==> src/rtl/uart_tx_param.sv <==
// Parametrised UART transmitter: configurable data width, parity, stop bits and oversample.
// Bit timing comes from an external i_clk_tx enable; every output is registered.
module uart_tx_param #(
  parameter int unsigned DATA_BITS  = 8,
  parameter int unsigned OVERSAMPLE = 16,
  parameter int unsigned PARITY     = 0,
  parameter int unsigned STOP_BITS  = 1
) (
  input  logic                 clk,
  input  logic                 reset,
  input  logic                 i_clk_tx,
  input  logic [DATA_BITS-1:0] i_data,
  input  logic                 TxStart,
  output logic                 o_busy,
  output logic                 TxDone,
  output logic                 o_txd
);

  localparam int unsigned CW = (OVERSAMPLE > 1) ? $clog2(OVERSAMPLE) : 1;
  localparam int unsigned BW = (DATA_BITS > 1) ? $clog2(DATA_BITS) : 1;

  typedef enum logic [2:0] {
    S_IDLE  = 3'd0,
    S_START = 3'd1,
    S_DATA  = 3'd2,
    S_PAR   = 3'd3,
    S_STOP  = 3'd4
  } state_t;

  state_t               state, state_nxt;
  logic [CW-1:0]        tick_cnt, tick_nxt;
  logic [BW-1:0]        bit_idx, bit_nxt;
  logic                 stop_idx, stop_nxt;
  logic [DATA_BITS-1:0] data_reg, data_nxt;
  logic                 txd_nxt, busy_nxt, done_nxt;
  logic                 last_tick;
  logic                 par_bit;

  assign last_tick = i_clk_tx && (tick_cnt == CW'(OVERSAMPLE - 1));
  // Parity always comes from the captured word, so mid-frame i_data changes cannot leak in.
  assign par_bit   = (^data_reg) ^ (PARITY == 2);

  always_ff @(posedge clk or posedge reset) begin
    if (reset) begin
      state    <= S_IDLE;
      tick_cnt <= '0;
      bit_idx  <= '0;
      stop_idx <= 1'b0;
      data_reg <= '0;
      o_txd    <= 1'b1;
      o_busy   <= 1'b0;
      TxDone   <= 1'b0;
    end else begin
      state    <= state_nxt;
      tick_cnt <= tick_nxt;
      bit_idx  <= bit_nxt;
      stop_idx <= stop_nxt;
      data_reg <= data_nxt;
      o_txd    <= txd_nxt;
      o_busy   <= busy_nxt;
      TxDone   <= done_nxt;
    end
  end

  always_comb begin
    state_nxt = state;
    tick_nxt  = tick_cnt;
    bit_nxt   = bit_idx;
    stop_nxt  = stop_idx;
    data_nxt  = data_reg;
    txd_nxt   = o_txd;
    busy_nxt  = o_busy;
    done_nxt  = 1'b0;

    // Tick counter runs only while a frame is in flight; wraps on the last tick of each bit.
    if (state != S_IDLE && i_clk_tx) begin
      tick_nxt = last_tick ? '0 : tick_cnt + CW'(1);
    end

    case (state)
      S_IDLE: begin
        txd_nxt  = 1'b1;
        busy_nxt = 1'b0;
        if (TxStart) begin
          data_nxt  = i_data;
          tick_nxt  = '0;
          bit_nxt   = '0;
          stop_nxt  = 1'b0;
          state_nxt = S_START;
          txd_nxt   = 1'b0;
          busy_nxt  = 1'b1;
        end
      end
      S_START: begin
        if (last_tick) begin
          state_nxt = S_DATA;
          bit_nxt   = '0;
          txd_nxt   = data_reg[0];
        end
      end
      S_DATA: begin
        if (last_tick) begin
          if (bit_idx == BW'(DATA_BITS - 1)) begin
            stop_nxt = 1'b0;
            if (PARITY != 0) begin
              state_nxt = S_PAR;
              txd_nxt   = par_bit;
            end else begin
              state_nxt = S_STOP;
              txd_nxt   = 1'b1;
            end
          end else begin
            bit_nxt = bit_idx + BW'(1);
            txd_nxt = data_reg[bit_nxt];
          end
        end
      end
      S_PAR: begin
        if (last_tick) begin
          state_nxt = S_STOP;
          stop_nxt  = 1'b0;
          txd_nxt   = 1'b1;
        end
      end
      S_STOP: begin
        txd_nxt = 1'b1;
        if (last_tick) begin
          if (stop_idx == 1'(STOP_BITS - 1)) begin
            state_nxt = S_IDLE;
            busy_nxt  = 1'b0;
            done_nxt  = 1'b1;
          end else begin
            stop_nxt = 1'b1;
          end
        end
      end
      default: begin
        state_nxt = S_IDLE;
        tick_nxt  = '0;
        bit_nxt   = '0;
        stop_nxt  = 1'b0;
        txd_nxt   = 1'b1;
        busy_nxt  = 1'b0;
      end
    endcase
  end

endmodule

==> config.mk <==
export PLATFORM = sky130hd
export DESIGN_NAME = uart_tx_param
export DESIGN_NICKNAME = d
export VERILOG_FILES = /design/src/rtl/uart_tx_param.sv
export SDC_FILE = /design/constraint.sdc
export NUM_CORES = 1
export LEC_CHECK = 0
export CAP_MARGIN = 25
export CELL_PAD_IN_SITES_DETAIL_PLACEMENT = 1
export CELL_PAD_IN_SITES_GLOBAL_PLACEMENT = 1
export CORE_ASPECT_RATIO = 1.25
export CORE_MARGIN = 4
export CORE_UTILIZATION = 40
export DETAILED_ROUTE_END_ITERATION = 8
export PLACE_DENSITY = 0.81
export SYNTH_ARGS = -nofsm -noshare
export SYNTH_HDL_FRONTEND = slang
export SYNTH_SLANG_ARGS = --single-unit
==> constraint.sdc <==
create_clock -name clk -period 2.33 [get_ports clk]
set_clock_uncertainty 0.1 [all_clocks]
set_input_delay 0.466 -clock clk [delete_from_list [all_inputs] [get_ports clk]]
set_output_delay 0.466 -clock clk [all_outputs]
set_load 0.02 [all_outputs]
==> results.md <==
* Worst path arrival time at 1.46 ns
* Number of flip-flops in the largest register at 8
* Antenna cell count at 0
* Max Cap Viol at 0
* All-layer global routing usage at 0.136
* Gp weighted congestion at 0.788
* Area of the mapped netlist at 1170 µm²
* Max-slew violations at 0
* Area of the die at 3850 µm²
* Type of the most critical hold path: input pin to asynchronous set/reset pin
* # rows at 21
* Clk slew on worst S/H paths at 0.11 ns
* RSZ-0062 raised after global routing: no
* First-pass GRT wire length at 4.06 mm
* Fmax at 0.494 GHz
* Vias at 900
* IO Port Bufs at 14
* DRT antenna net count at 0
* Die width at 56.3 µm
* Cts bufs inserted at 3
* Routed Wire Length at 2.28 mm
* WP depth at 1
* Initial Utilization at 0.427
* Minimum clock period at 2.02 ns
* Power Dens Cells at 910 nW/µm²
* Crit-path max FO at 2
* Proportion of layout cells with a drive suffix above 1 at 0.128
* CP peak stage delay at 0.60 ns
* Type of the worst setup path: register to output pin
* Setup bufs post-CTS at 0
* Slew @ Worst Pin at 0.483 ns
* Hold-fix buffers, CTS at 0
* Syn Inst Count at 119
* Delay-heaviest family, CP: buffers and inverters
* Crit share post-route at 0.869
* CP required at 1.76 ns
* CTS root buf: clkbuf_4
* H-tree depth at 1
* Yosys warning count at 0
* Design Power at 1.21 mW
* Setup total negative slack at 0 ns
* Clock buffer depth at 2
* Post-synth cell types at 35
* Resized Gates After CTS at 0
* Syn avg cell area at 9.81 µm²
* Buf+Inv Stages, Crit Path at 1
* Crit path launch type: register
* CTS tree: yes
* DR iter-0 viols at 12
* Die height at 68.4 µm
* Largest net degree at the start of global routing at 22
* Top-level I/O count at 15
* Vias per cell at 5.39
* Vias in the first global route at 941
* Syn_nets at 134
* Final setup fails at 0
* Final hold vios at 0
* DRC errors left at 0
* Cell Chain, Critical Path: clkdlybuf4s50_1
* Lkg Pwr at 0.578 nW
* Sequential element share of the synthesized area at 0.451
* Sink Count at 21
* Clock Latency Late Sink at 0.30 ns
* Slowest cell on the critical path: clkdlybuf4s50_1
* Initial DRT Pass Iterations at 4
* Register bit total from synthesis at 21
* Max-Slew Margin vs Limit at 0.678
* Core box area at 2730 µm²
* CP Capture Type: output pin
* Worst hold margin at 0.385 ns
* Area Overhead vs Synth at 13.9%
* Status: complete, no violations
* R2R cell count at 4
* Maximum vdd ir drop at 0.000468 V
* Final nets at 149
* Drt wl/cell at 13.6 µm
* Antenna violations before repair at 0
* Detailed placer's ending HPWL at 1.77 mm
* GRT Residual Overflow at 0
## placed cells by master (no fill, tap or decap)
master,netlist,routed
and4_4,1,1
o32ai_2,1,1
o22ai_1,1,1
clkbuf_4,0,3
nand2b_1,2,2
o31ai_1,2,2
nand3_1,3,3
dfrtp_1,20,20
or3_1,1,1
nor2_4,1,1
mux2_2,2,2
o2bb2ai_1,1,1
a22oi_1,1,1
nor4_1,1,1
inv_1,3,3
nor4b_4,1,1
clkinv_2,0,1
nor4_2,2,2
nor3_1,1,1
a31o_1,1,1
and3_2,1,1
nand3b_1,2,2
xor2_1,2,2
nand2_1,36,36
o21a_1,1,1
nor2_2,1,1
clkdlybuf4s50_1,0,14
dfstp_2,1,1
a21oi_1,3,3
nor2_1,3,3
nand4_1,2,2
o21ai_0,6,6
ha_1,3,3
buf_4,1,2
mux2i_1,7,7
## cell type report
class | count | area, µm²
Tap cell | 34 | 42.5
Multi-Input combinational cell | 89 | 567
Timing Repair Buffer | 16 | 155
Fill cell | 323 | 1400
Clock buffer | 3 | 22.5
Sequential cell | 21 | 527
Inverter | 3 | 11.3
Clock inverter | 1 | 5.00
## power by group
| part | switching (mW) | internal [mW] |
|---|---|---|
| Combinational | 0.207 | 0.207 |
| Clock | 0.109 | 0.0640 |
| Sequential | 0.127 | 0.496 |
## layer usage
| layer | track usage | part of all wire |
|---|---|---|
| met5 | 0 | 0 |
| met2 | 0.265 | 0.52 |
| met3 | 0.0189 | 0.031 |
| met1 | 0.151 | 0.43 |
| met4 | 0.0534 | 0.018 |
## path summary, 6_finish.rpt
path	start	endpoint	slack [ns]
max reg2reg	bit_idx[0]	o_txd	0.56
max in group asynchronous	reset	o_txd	1.47
min	reset	TxDone	0.39
min in group clk	data_reg[5]	data_reg[5]	0.39
max	o_txd	o_txd	0.31
min reg2reg	data_reg[5]	data_reg[5]	0.39
## logic make-up (layout without fill, tap and decap cells)
kind of cell / Yosys count / count (layout) / synth area share
AO/OA/AOI/OAI: 17 / 17 / 0.0986
XOR/XNOR: 2 / 2 / 0.0150
adder cells (fa/ha/maj): 3 / 3 / 0.0322
buffers and inverters: 9 / 23 / 0.0632
flip-flops: 21 / 21 / 0.451
multiplexers: 9 / 9 / 0.0793
AND/OR/NAND/NOR: 58 / 58 / 0.260
## stage by stage
step | worst slack, ns | util | area, µm² | std cells
after global placement | 0.291 | 0.477 | 1300 | 163
final | 0.306 | 0.487 | 1330 | 167
after CTS | 0.283 | 0.487 | 1330 | 167
after global routing | 0.249 | 0.487 | 1330 | 167
after floorplan | 0.646 | - | 1170 | 119
after detailed placement | 0.230 | 0.477 | 1300 | 163
## synthesized netlist by cell type (all sizes together)
| cell | n | area share |
|---|---|---|
| nand2 | 36 | 0.12 |
| nand2b | 2 | 0.011 |
| o21ai | 6 | 0.026 |
| nand3 | 3 | 0.013 |
| a21oi | 3 | 0.013 |
| nor4 | 3 | 0.027 |
| o2bb2ai | 1 | 0.0075 |
| dfrtp | 20 | 0.43 |
| mux2i | 7 | 0.060 |
| a22oi | 1 | 0.0064 |
| nor2 | 5 | 0.025 |
| mux2 | 2 | 0.019 |
| nand3b | 2 | 0.013 |
| o21a | 1 | 0.0064 |
| nor3 | 1 | 0.0043 |
| or3 | 1 | 0.0054 |
| o31ai | 2 | 0.013 |
| nor4b | 1 | 0.020 |
| buf | 3 | 0.026 |
| xor2 | 2 | 0.015 |
| clkbuf | 3 | 0.028 |
| and4 | 1 | 0.0096 |
| o22ai | 1 | 0.0054 |
| ha | 3 | 0.032 |
| inv | 3 | 0.0096 |
| nand4 | 2 | 0.011 |
| dfstp | 1 | 0.023 |
| a31o | 1 | 0.0075 |
| and3 | 1 | 0.0064 |
| o32ai | 1 | 0.014 |
Power figures use the tool's default switching activity.
